[config.mk]
export PLATFORM = sky130hd
export DESIGN_NAME = factorial_seq_ctrl
export DESIGN_NICKNAME = d
export VERILOG_FILES = /design/src/rtl/factorial_seq_ctrl.sv
export SDC_FILE = /design/constraint.sdc
export NUM_CORES = 1
export LEC_CHECK = 0
export CORE_MARGIN = 3
export CORE_UTILIZATION = 61
export DETAILED_ROUTE_END_ITERATION = 8
export GPL_TIMING_DRIVEN = 0
export PLACE_DENSITY = 0.86
export SYNTH_ARGS = -nofsm -noshare
export SYNTH_HDL_FRONTEND = slang
export SYNTH_SLANG_ARGS = --single-unit
[constraint.sdc]
create_clock -name clk -period 6.6 [get_ports clk]
set_clock_uncertainty 0.15 [all_clocks]
set_input_delay 1.65 -clock clk [delete_from_list [all_inputs] [get_ports clk]]
set_output_delay 1.65 -clock clk [all_outputs]
set_load 0.02 [all_outputs]
[src/rtl/factorial_seq_ctrl.sv]
// factorial_seq_ctrl: iterative n! sequencer with its control FSM.
// One multiply per MULT state; the product is formed at full width so a
// result that no longer fits in RES_WIDTH bits is detected exactly and
// parks the machine in OVF with an all-ones result.
module factorial_seq_ctrl #(
    parameter int N_WIDTH   = 4,
    parameter int RES_WIDTH = 32
) (
    input  logic                 clk,
    input  logic                 reset_n,
    input  logic                 start,
    input  logic [N_WIDTH-1:0]   n_in,
    input  logic                 op_clear,
    output logic [2:0]           state_code,
    output logic                 busy,
    output logic                 done,
    output logic                 overflow,
    output logic [RES_WIDTH-1:0] result
);

    localparam logic [2:0] S_IDLE  = 3'b000;
    localparam logic [2:0] S_LOAD  = 3'b001;
    localparam logic [2:0] S_CHECK = 3'b010;
    localparam logic [2:0] S_MULT  = 3'b011;
    localparam logic [2:0] S_DEC   = 3'b100;
    localparam logic [2:0] S_DONE  = 3'b101;
    localparam logic [2:0] S_OVF   = 3'b110;

    localparam int          P_WIDTH      = RES_WIDTH + N_WIDTH;
    localparam logic [N_WIDTH-1:0]   CNT_ZERO    = {N_WIDTH{1'b0}};
    localparam logic [N_WIDTH-1:0]   CNT_ONE     = {{(N_WIDTH-1){1'b0}}, 1'b1};
    localparam logic [RES_WIDTH-1:0] RES_ZERO    = {RES_WIDTH{1'b0}};
    localparam logic [RES_WIDTH-1:0] RES_ONE     = {{(RES_WIDTH-1){1'b0}}, 1'b1};
    localparam logic [RES_WIDTH-1:0] RES_ALL_ONE = {RES_WIDTH{1'b1}};
    localparam logic [N_WIDTH-1:0]   PROD_HI_ZERO = {N_WIDTH{1'b0}};

    logic [2:0]           r_state;
    logic [N_WIDTH-1:0]   r_cnt;
    logic [RES_WIDTH-1:0] r_result;

    logic [2:0]           w_next_state;
    logic [N_WIDTH-1:0]   w_next_cnt;
    logic [RES_WIDTH-1:0] w_next_result;
    logic [P_WIDTH-1:0]   w_prod;

    // Full-width product: both operands zero-extended to P_WIDTH so no bit is lost.
    assign w_prod = {{N_WIDTH{1'b0}}, r_result} * {{RES_WIDTH{1'b0}}, r_cnt};

    // Next-state, counter and result update logic for every FSM state.
    always_comb begin
        w_next_state  = r_state;
        w_next_cnt    = r_cnt;
        w_next_result = r_result;
        case (r_state)
            S_IDLE: begin
                if (start) begin
                    w_next_state = S_LOAD;
                end else begin
                    w_next_state = S_IDLE;
                end
            end
            S_LOAD: begin
                w_next_cnt    = n_in;
                w_next_result = RES_ONE;
                w_next_state  = S_CHECK;
            end
            S_CHECK: begin
                // 0! and 1! both finish here without a multiply.
                if (r_cnt <= CNT_ONE) begin
                    w_next_state = S_DONE;
                end else begin
                    w_next_state = S_MULT;
                end
            end
            S_MULT: begin
                if (w_prod[P_WIDTH-1:RES_WIDTH] != PROD_HI_ZERO) begin
                    w_next_result = RES_ALL_ONE;
                    w_next_state  = S_OVF;
                end else begin
                    w_next_result = w_prod[RES_WIDTH-1:0];
                    w_next_state  = S_DEC;
                end
            end
            S_DEC: begin
                w_next_cnt   = r_cnt - CNT_ONE;
                w_next_state = S_CHECK;
            end
            S_DONE, S_OVF: begin
                // start wins over op_clear; neither keeps the terminal state.
                if (start) begin
                    w_next_state = S_LOAD;
                end else if (op_clear) begin
                    w_next_state = S_IDLE;
                end else begin
                    w_next_state = r_state;
                end
            end
            default: begin
                w_next_state = S_IDLE;
            end
        endcase
    end

    // State, counter and result registers with asynchronous active-low reset.
    always_ff @(posedge clk or negedge reset_n) begin
        if (!reset_n) begin
            r_state  <= S_IDLE;
            r_cnt    <= CNT_ZERO;
            r_result <= RES_ZERO;
        end else begin
            r_state  <= w_next_state;
            r_cnt    <= w_next_cnt;
            r_result <= w_next_result;
        end
    end

    // Status flags decoded straight from the state register (no added latency).
    always_comb begin
        busy     = 1'b0;
        done     = 1'b0;
        overflow = 1'b0;
        case (r_state)
            S_LOAD, S_CHECK, S_MULT, S_DEC: busy     = 1'b1;
            S_DONE:                         done     = 1'b1;
            S_OVF:                          overflow = 1'b1;
            default: begin
                busy     = 1'b0;
                done     = 1'b0;
                overflow = 1'b0;
            end
        endcase
    end

    assign state_code = r_state;
    assign result     = r_result;

endmodule

==> summary.md, run 1 <==
| Metric | Value |
|---|---|
| Transition time at the pin with the least slew margin | roughly 0.76 ns |
| Count leader, synth | sky130_fd_sc_hd__inv_1 |
| Count of yosys warnings during synthesis | 0 |
| Maximum fanout along the worst path | 10 |
| Post-synthesis to final-layout area growth | 11.4% |
| Summed instance area of the synthesized netlist | roughly 6300 µm² |
| H-tree levels | 2 |
| Sum of routed wire length over all layers | 17700 µm |
| Period Utilization, post-route | between 90% and 100% |
| Sort of element at the start of the critical path | flop |
| Number of max-slew violations in the final report | 0 |
| GRT Residual Overflow | 0 |
| Last weighted congestion value of the routability-driven placer | about 0.97 |
| Share of the core filled with cells in the final layout | 70.7% |
| Total number of vias | 5989 |
| Die area | 11600 µm² |
| Core area | 9910 µm² |
| Detailed-placement wirelength estimate | ~14000 µm |
| Predominant post-synthesis flop cell | sky130_fd_sc_hd__dfrtp_1 |
| Share of final-layout standard cells stronger than drive strength 1 | around 4.7% |
| Post-synth top area share | between 10% and 20% |
| Number of antenna diodes | 0 |
| Total number of nets in the final design | around 940 |
| Number of antenna violations at the first check in global routing | 0 |
| Critical Path AT | slightly above 6 ns |
| Count of hold buffers inserted by post-cts repair | 0 |
| Clock latency on the worst-skew pair | around 0.31 ns |
| Wire length of the first global-routing pass | about 30000 µm |
| Clock tree from TritonCTS | done |
| Total Negative Setup Slacks | 0 ns |
| Initial core utilization | 63.5% |
| Average wire per standard cell | between 15 and 20 µm |
| Pin count of the biggest net entering global routing | 36 |
| Timing startpoint of the critical path | r_cnt[3]$_DFFE_PN0P_ |
| CTS buffer count | 5 |
| Syn_nets | a little under 900 |
| Crit end category | flop |
| RSZ-0062 raised after global routing | no |
| Via count of the first global-routing pass | slightly below 6000 |
| Share of synthesized area occupied by flip-flops and latches | 15.5% |
| Cell at the root of the clock tree | sky130_fd_sc_hd__clkbuf_8 |
| Leading cell types by total area after synthesis | sky130_fd_sc_hd__fa_1 (19%), sky130_fd_sc_hd__dfrtp_1 (16%), sky130_fd_sc_hd__and2_1 (9.9%) |
| Die Span X | 108 µm |
| Area occupied by multi-input gates | approximately 4700 µm² |
| Endpoint required time on the critical path | approximately 6.6 ns |
| Number of setup buffers added after CTS | 0 |
| Number of routed nets with antenna violations | 0 |
| Pre-antenna DRT Iters | 5 |
| Chip Height | about 110 µm |
| Final setup fails | 0 |
| Seq cells post-synth | 39 |
| Launch point of the worst hold path | result[0]$_DFFE_PN0P_ |
| Type of the worst setup path | reg -> reg |
| Fraction of registers with async set/reset | 100% |
| Synth cell types | 64 |
| Number of hold-slack violations in the final timing report | 0 |
| Synth area leader | sky130_fd_sc_hd__fa_1 |
| I/O Pins | 46 |
| Reported max-cap violation count | 0 |
| CTS clk-pin slew, worst paths | about 0.090 ns |
| Hold/Removal Path Class | reg -> reg |
| CTS-repair resized insts | 0 |
| Starting DRT DRC Count | about 540 |
| Mean instance size in the synthesized netlist | 8.07 µm² |
| Cell count after synthesis | between 700 and 800 |
| Cell row count | 36 |
| Count of input and output buffers | 45 |
| Sequential cell area in the final layout | 976 µm² |
| Vias per Instance | about 6.2 |
| CTS Buffer Depth | 2 |
| Layout fillers | approximately 840 |
| Clock net sink count | 39 |
| Most frequent cells after synthesis | sky130_fd_sc_hd__inv_1 (118), sky130_fd_sc_hd__and2_1 (100), sky130_fd_sc_hd__fa_1 (60) |
| F_max | between 150 and 200 MHz |
| Remaining max-slew budget at the tightest pin | between 40% and 50% |
| Number of enable-type register cells in the synthesized netlist | 0 |
| Status | finished clean |
| Total Routing Usage GR | about a third |
| Final Critical Period | between 6 and 7 ns |
| DRC errors left | 0 |
| FF-to-FF Start | r_cnt[3]$_DFFE_PN0P_ |
-- metal layers --
layer / share of wire, % / global-route usage, % / up-vias
met5: 0 / 0 / -
met4: 2.9 / 11.1 / 0
met3: 8.8 / 3.48 / 43
met2: 48 / 54.2 / 300
met1: 40 / 44.0 / 2941
li1: - / - / 2705
-- sequential cells by signal, indices dropped and copies added, names as in the netlist --
register,count
r_cnt,4
result,32
state_code,3
-- area by class of cell --
class                           instances  share of cell area (%)
Multi-Input combinational cell        581                    66.9
Timing Repair Buffer                   46                    6.64
Buffer                                 41                    2.55
Clock inverter                          1                  0.0714
Tap cell                              133                    2.37
Sequential cell                        39                    13.9
Clock buffer                            6                    1.18
Inverter                              118                    6.32
-- through the flow --
| stage | instance area, µm² | setup slack (ns) | instances | hold WS, ns |
|---|---|---|---|---|
| final | 7010 | 0.396 | 965 | 0.468 |
| after floorplan | 6290 | 1.76 | 779 | 0.464 |
| after CTS | 7010 | 0.511 | 965 | 0.469 |
| after global routing | 7010 | 0.0832 | 965 | 0.516 |
| after detailed placement | 6920 | 0.532 | 958 | 0.456 |
| after global placement | 6910 | 0.579 | 957 | 0.453 |
-- worst max-delay path, cell delays in order, from the launching register on --
cell and delay (ns):
sky130_fd_sc_hd__dfrtp_1 0.33, sky130_fd_sc_hd__clkbuf_1 0.34, sky130_fd_sc_hd__clkbuf_1 0.62, sky130_fd_sc_hd__nand2_1 0.17
sky130_fd_sc_hd__fa_1 0.56, sky130_fd_sc_hd__inv_1 0.05, sky130_fd_sc_hd__fa_1 0.53, sky130_fd_sc_hd__fa_1 0.52
sky130_fd_sc_hd__a21o_1 0.22, sky130_fd_sc_hd__a221oi_1 0.55, sky130_fd_sc_hd__a221oi_1 0.29, sky130_fd_sc_hd__a211oi_2 0.39
sky130_fd_sc_hd__mux2i_1 0.23, sky130_fd_sc_hd__o211ai_1 0.15, sky130_fd_sc_hd__nor4b_4 0.60, sky130_fd_sc_hd__buf_6 0.25
sky130_fd_sc_hd__a31oi_1 0.10
-- kinds of logic after synthesis --
kind of cell | share of synthesized area (%)
buf+inv | 9.89
flops | 15.5
fa+ha+maj | 27.5
compound gates | 22.0
mux | 0.497
simple gates | 21.3
xor+xnor | 3.34
-- cell usage in the layout, fill, tap and decap left out, types with 4 or more instances in the layout --
| cell | netlist | final |
|---|---|---|
| sky130_fd_sc_hd__and3_1 | 8 | 8 |
| sky130_fd_sc_hd__clkbuf_1 | 34 | 34 |
| sky130_fd_sc_hd__nand2b_1 | 7 | 7 |
| sky130_fd_sc_hd__o211ai_1 | 5 | 5 |
| sky130_fd_sc_hd__nand3_1 | 9 | 9 |
| sky130_fd_sc_hd__ha_1 | 42 | 42 |
| sky130_fd_sc_hd__a221oi_1 | 5 | 5 |
| sky130_fd_sc_hd__a21oi_2 | 4 | 4 |
| sky130_fd_sc_hd__o21ai_2 | 7 | 7 |
| sky130_fd_sc_hd__dfrtp_1 | 39 | 39 |
| sky130_fd_sc_hd__xnor2_1 | 13 | 13 |
| sky130_fd_sc_hd__xor2_1 | 11 | 11 |
| sky130_fd_sc_hd__clkdlybuf4s50_1 | 0 | 44 |
| sky130_fd_sc_hd__nor3_1 | 6 | 6 |
| sky130_fd_sc_hd__o31ai_1 | 4 | 4 |
| sky130_fd_sc_hd__o21a_1 | 4 | 4 |
| sky130_fd_sc_hd__nor2_1 | 30 | 30 |
| sky130_fd_sc_hd__a21oi_1 | 45 | 45 |
| sky130_fd_sc_hd__or3_1 | 6 | 6 |
| sky130_fd_sc_hd__o21ai_0 | 32 | 32 |
| sky130_fd_sc_hd__nor3b_1 | 4 | 4 |
| sky130_fd_sc_hd__inv_1 | 118 | 118 |
| sky130_fd_sc_hd__clkbuf_8 | 0 | 6 |
| sky130_fd_sc_hd__a32oi_1 | 4 | 4 |
| sky130_fd_sc_hd__a21o_1 | 14 | 14 |
| sky130_fd_sc_hd__fa_1 | 60 | 60 |
| sky130_fd_sc_hd__nor2b_1 | 7 | 7 |
| sky130_fd_sc_hd__nand2_1 | 58 | 58 |
| sky130_fd_sc_hd__nand4_1 | 5 | 5 |
| sky130_fd_sc_hd__a31oi_1 | 20 | 20 |
| sky130_fd_sc_hd__o22ai_1 | 4 | 4 |
| sky130_fd_sc_hd__and2_1 | 100 | 100 |
| sky130_fd_sc_hd__o21ai_1 | 12 | 12 |
| sky130_fd_sc_hd__a22oi_1 | 14 | 14 |
-- path summary, 6_finish.rpt --
kind | end | slack (ns) | cells past startpoint
worst min register to register | result[0]$_DFFE_PN0P_ | 0.47 | 2
worst max register to register | result[18]$_DFFE_PN0P_ | 0.40 | 16
worst min-delay path | result[0]$_DFFE_PN0P_ | 0.47 | 2
min in group asynchronous | state_code[2]$_DFFE_PN0P_ | 1.01 | 1
worst max-delay path | result[18]$_DFFE_PN0P_ | 0.40 | 16
max in group asynchronous | result[21]$_DFFE_PN0P_ | 4.85 | 2
Power of run 1 is left out: the tool's default activity adds up to more than one toggle a clock period on the data nets, which glitch-free logic cannot reach.
==> run 2, diff against run 1 <==
--- a/config.mk
+++ b/config.mk
@@ -6,10 +6,10 @@
 export NUM_CORES = 1
 export LEC_CHECK = 0
 export CORE_MARGIN = 3
-export CORE_UTILIZATION = 61
+export CORE_UTILIZATION = 50
 export DETAILED_ROUTE_END_ITERATION = 8
 export GPL_TIMING_DRIVEN = 0
-export PLACE_DENSITY = 0.86
+export PLACE_DENSITY = 0.74
 export SYNTH_ARGS = -nofsm -noshare
 export SYNTH_HDL_FRONTEND = slang
 export SYNTH_SLANG_ARGS = --single-unit
==> summary.md, run 2 (synthesis gave the netlist of run 1 again) <==
| Metric | Value |
|---|---|
| Reported max-cap violation count | 0 (unchanged) |
| Pre-antenna DRT Iters | 5 (unchanged) |
| Maximum fanout along the worst path | 10 (unchanged) |
| Worst-path cell with the longest stage delay | sky130_fd_sc_hd__nor4b_4 |
| Final standard cell count with taps included and fillers excluded | 1001 (+3.7%) |
| Number of flip-flops under the largest register name | 32 (unchanged) |
| Clock latency on the worst-skew pair | 0.29 ns (-0.02 ns) |
| H-tree levels | 2 (unchanged) |
| Share of final-layout standard cells stronger than drive strength 1 | 4.56% (-0.13 points) |
| Crit end category | flop |
| F_max | 161 MHz (-0.28%) |
| Last weighted congestion value of the routability-driven placer | 0.966 (-0.39%) |
| Register-to-register path setup slack | 0.38 ns (-0.02 ns) |
| Sum of routed wire length over all layers | 18000 µm (+2.1%) |
| Average wire per standard cell | 18.0 µm (-1.6%) |
| Commonest cells after routing, fill and taps aside | sky130_fd_sc_hd__inv_1 (118), sky130_fd_sc_hd__and2_1 (100), sky130_fd_sc_hd__fa_1 (60), sky130_fd_sc_hd__nand2_1 (58), sky130_fd_sc_hd__a21oi_1 (45) |
| I/O Pins | 46 (unchanged) |
| Number of antenna diodes | 0 (unchanged) |
| Hold/Removal Path Class | reg -> reg |
| Starting DRT DRC Count | 505 (-7.0%) |
| CTS clk-pin slew, worst paths | 0.07 ns (-0.02 ns) |
| Cell count after placement | 993 (+3.7%) |
| Via count of the first global-routing pass | 5992 (+1.3%) |
| Reg2reg end | result[18]$_DFFE_PN0P_ |
| Launch point of the worst hold path | result[20]$_DFFE_PN0P_ |
| Number of max-slew violations in the final report | 0 (unchanged) |
| Remaining max-slew budget at the tightest pin | 52.6% (+3.4 points) |
| Number of antenna violations at the first check in global routing | 0 (unchanged) |
| Vias per Instance | 5.93 (-4.5%) |
| Number of routed nets with antenna violations | 0 (unchanged) |
| Number of setup buffers added after CTS | 0 (unchanged) |
| Number of hold-slack violations in the final timing report | 0 (unchanged) |
| Transition time at the pin with the least slew margin | 0.711 ns (-0.0512 ns) |
| Pin count of the biggest net entering global routing | 37 (+2.8%) |
| Post-placement worst setup slack | 0.501 ns (-0.0307 ns) |
| Chip Height | 118 µm (+9.9%) |
| Timing startpoint of the critical path | r_cnt[3]$_DFFE_PN0P_ |
| Total number of vias | 5932 (-0.95%) |
| Final Critical Period | 6.22 ns (+0.0175 ns) |
| Final setup fails | 0 (unchanged) |
| Count of input and output buffers | 45 (unchanged) |
| Sort of element at the start of the critical path | flop |
| Wire length of the first global-routing pass | 29900 µm (+0.12%) |
| Setup slack of the critical path after layout | 0.378 ns (-0.0175 ns) |
| Critical Path End | result[18]$_DFFE_PN0P_ |
| DRC errors left | 0 (unchanged) |
| Post-synthesis to final-layout area growth | 12.9% |
| Number of cells on the worst reg-to-reg path | 16 (unchanged) |
| Endpoint required time on the critical path | 6.58 ns (-0.03 ns) |
| Total Negative Setup Slacks | 0 ns (unchanged) |
| Period Utilization, post-route | 94.3% (+0.26 points) |
| Core area | 12200 µm² (+23%) |
| Delay contributed by the slowest stage of the critical path | 0.61 ns (about the same) |
| Detailed-placement wirelength estimate | 13900 µm (+1.6%) |
| CTS buffer count | 5 (unchanged) |
| Cells along the critical path | clkbuf_1, clkbuf_1, nand2_1, fa_1, inv_1, fa_1, fa_1, a21o_1, a221oi_1, a221oi_1, a211oi_2, mux2i_1, o211ai_1, nor4b_4, buf_6, a31oi_1 |
| Most common cell after layout, fill and taps aside | sky130_fd_sc_hd__inv_1 |
| Die area | 14000 µm² (+21%) |
| Total number of nets in the final design | 942 (unchanged) |
| FF-to-FF Start | r_cnt[3]$_DFFE_PN0P_ |
| Share of the core filled with cells in the final layout | 58.4% (-12 points) |
| Most common cell on crit path | sky130_fd_sc_hd__fa_1 |
| Status | finished clean |
| Die Span X | 118 µm (+9.9%) |
| Critical Path AT | 6.20 ns (about the same) |
| Count of hold buffers inserted by post-cts repair | 0 (unchanged) |
| Total Routing Usage GR | 25.9% (-6.6 points) |
| Initial core utilization | 51.7% (-12 points) |
| GRT Residual Overflow | 0 (unchanged) |
| CTS Buffer Depth | 2 (unchanged) |
| Clock net sink count | 39 (unchanged) |
| RSZ-0062 raised after global routing | no |
| Cell row count | 40 (+11%) |
| CTS-repair resized insts | 0 (unchanged) |
| Cell at the root of the clock tree | sky130_fd_sc_hd__clkbuf_16 |
| Type of the worst setup path | reg -> reg |
| Clock tree from TritonCTS | done |
[run 2: changes by cell type in the layout (fill, tap and decap cells not counted)]
cell / change
sky130_fd_sc_hd__clkbuf_16: +5
sky130_fd_sc_hd__clkbuf_1: +2
sky130_fd_sc_hd__clkbuf_8: -6
[run 2: worst min-delay path by stage]
stage,endpoint,depth (start not counted)
floorplan,r_cnt[1]$_DFFE_PN0P_,2
global placement,result[11]$_DFFE_PN0P_,2
detailed placement,result[11]$_DFFE_PN0P_,2
CTS,result[0]$_DFFE_PN0P_,2
global route,result[15]$_DFFE_PN0P_,2
finish,result[20]$_DFFE_PN0P_,2
[run 2: layer usage]
layer | vias to the layer above | track usage [%] | part of all wire (%)
met5 | - | 0 | 0
met3 | 42 | 3.16 | 6.5
met2 | 256 | 44.8 | 49
met4 | 0 | 7.99 | 2.8
met1 | 2927 | 33.8 | 42
li1 | 2707 | - | -
[run 2: area by class of cell]
| cell class | count | area, µm² |
|---|---|---|
| Multi-Input combinational cell | 581 | 4690 |
| Sequential cell | 39 | 976 |
| Clock inverter | 1 | 5.00 |
| Inverter | 118 | 443 |
| Timing Repair Buffer | 46 | 465 |
| Tap cell | 168 | 210 |
| Clock buffer | 7 | 133 |
| Fill cell | 1111 | 5060 |
| Buffer | 41 | 179 |
[run 2: per-stage QoR]
step	hold WS [ns]	cell area (µm²)
after floorplan	0.464	6290
after global placement	0.453	6950
after detailed placement	0.461	6960
after CTS	0.474	7100
after global routing	0.517	7100
final	0.473	7100
[run 2: worst max-delay path: cells and delay by family (launching register included)]
| family | cells | cell delay [ns] |
|---|---|---|
| simple gates | 2 | 0.78 |
| compound gates | 6 | 1.76 |
| mux | 1 | 0.24 |
| flops | 1 | 0.33 |
| buf+inv | 4 | 1.20 |
| fa+ha+maj | 3 | 1.58 |
Power of run 2 is left out for the same reason.
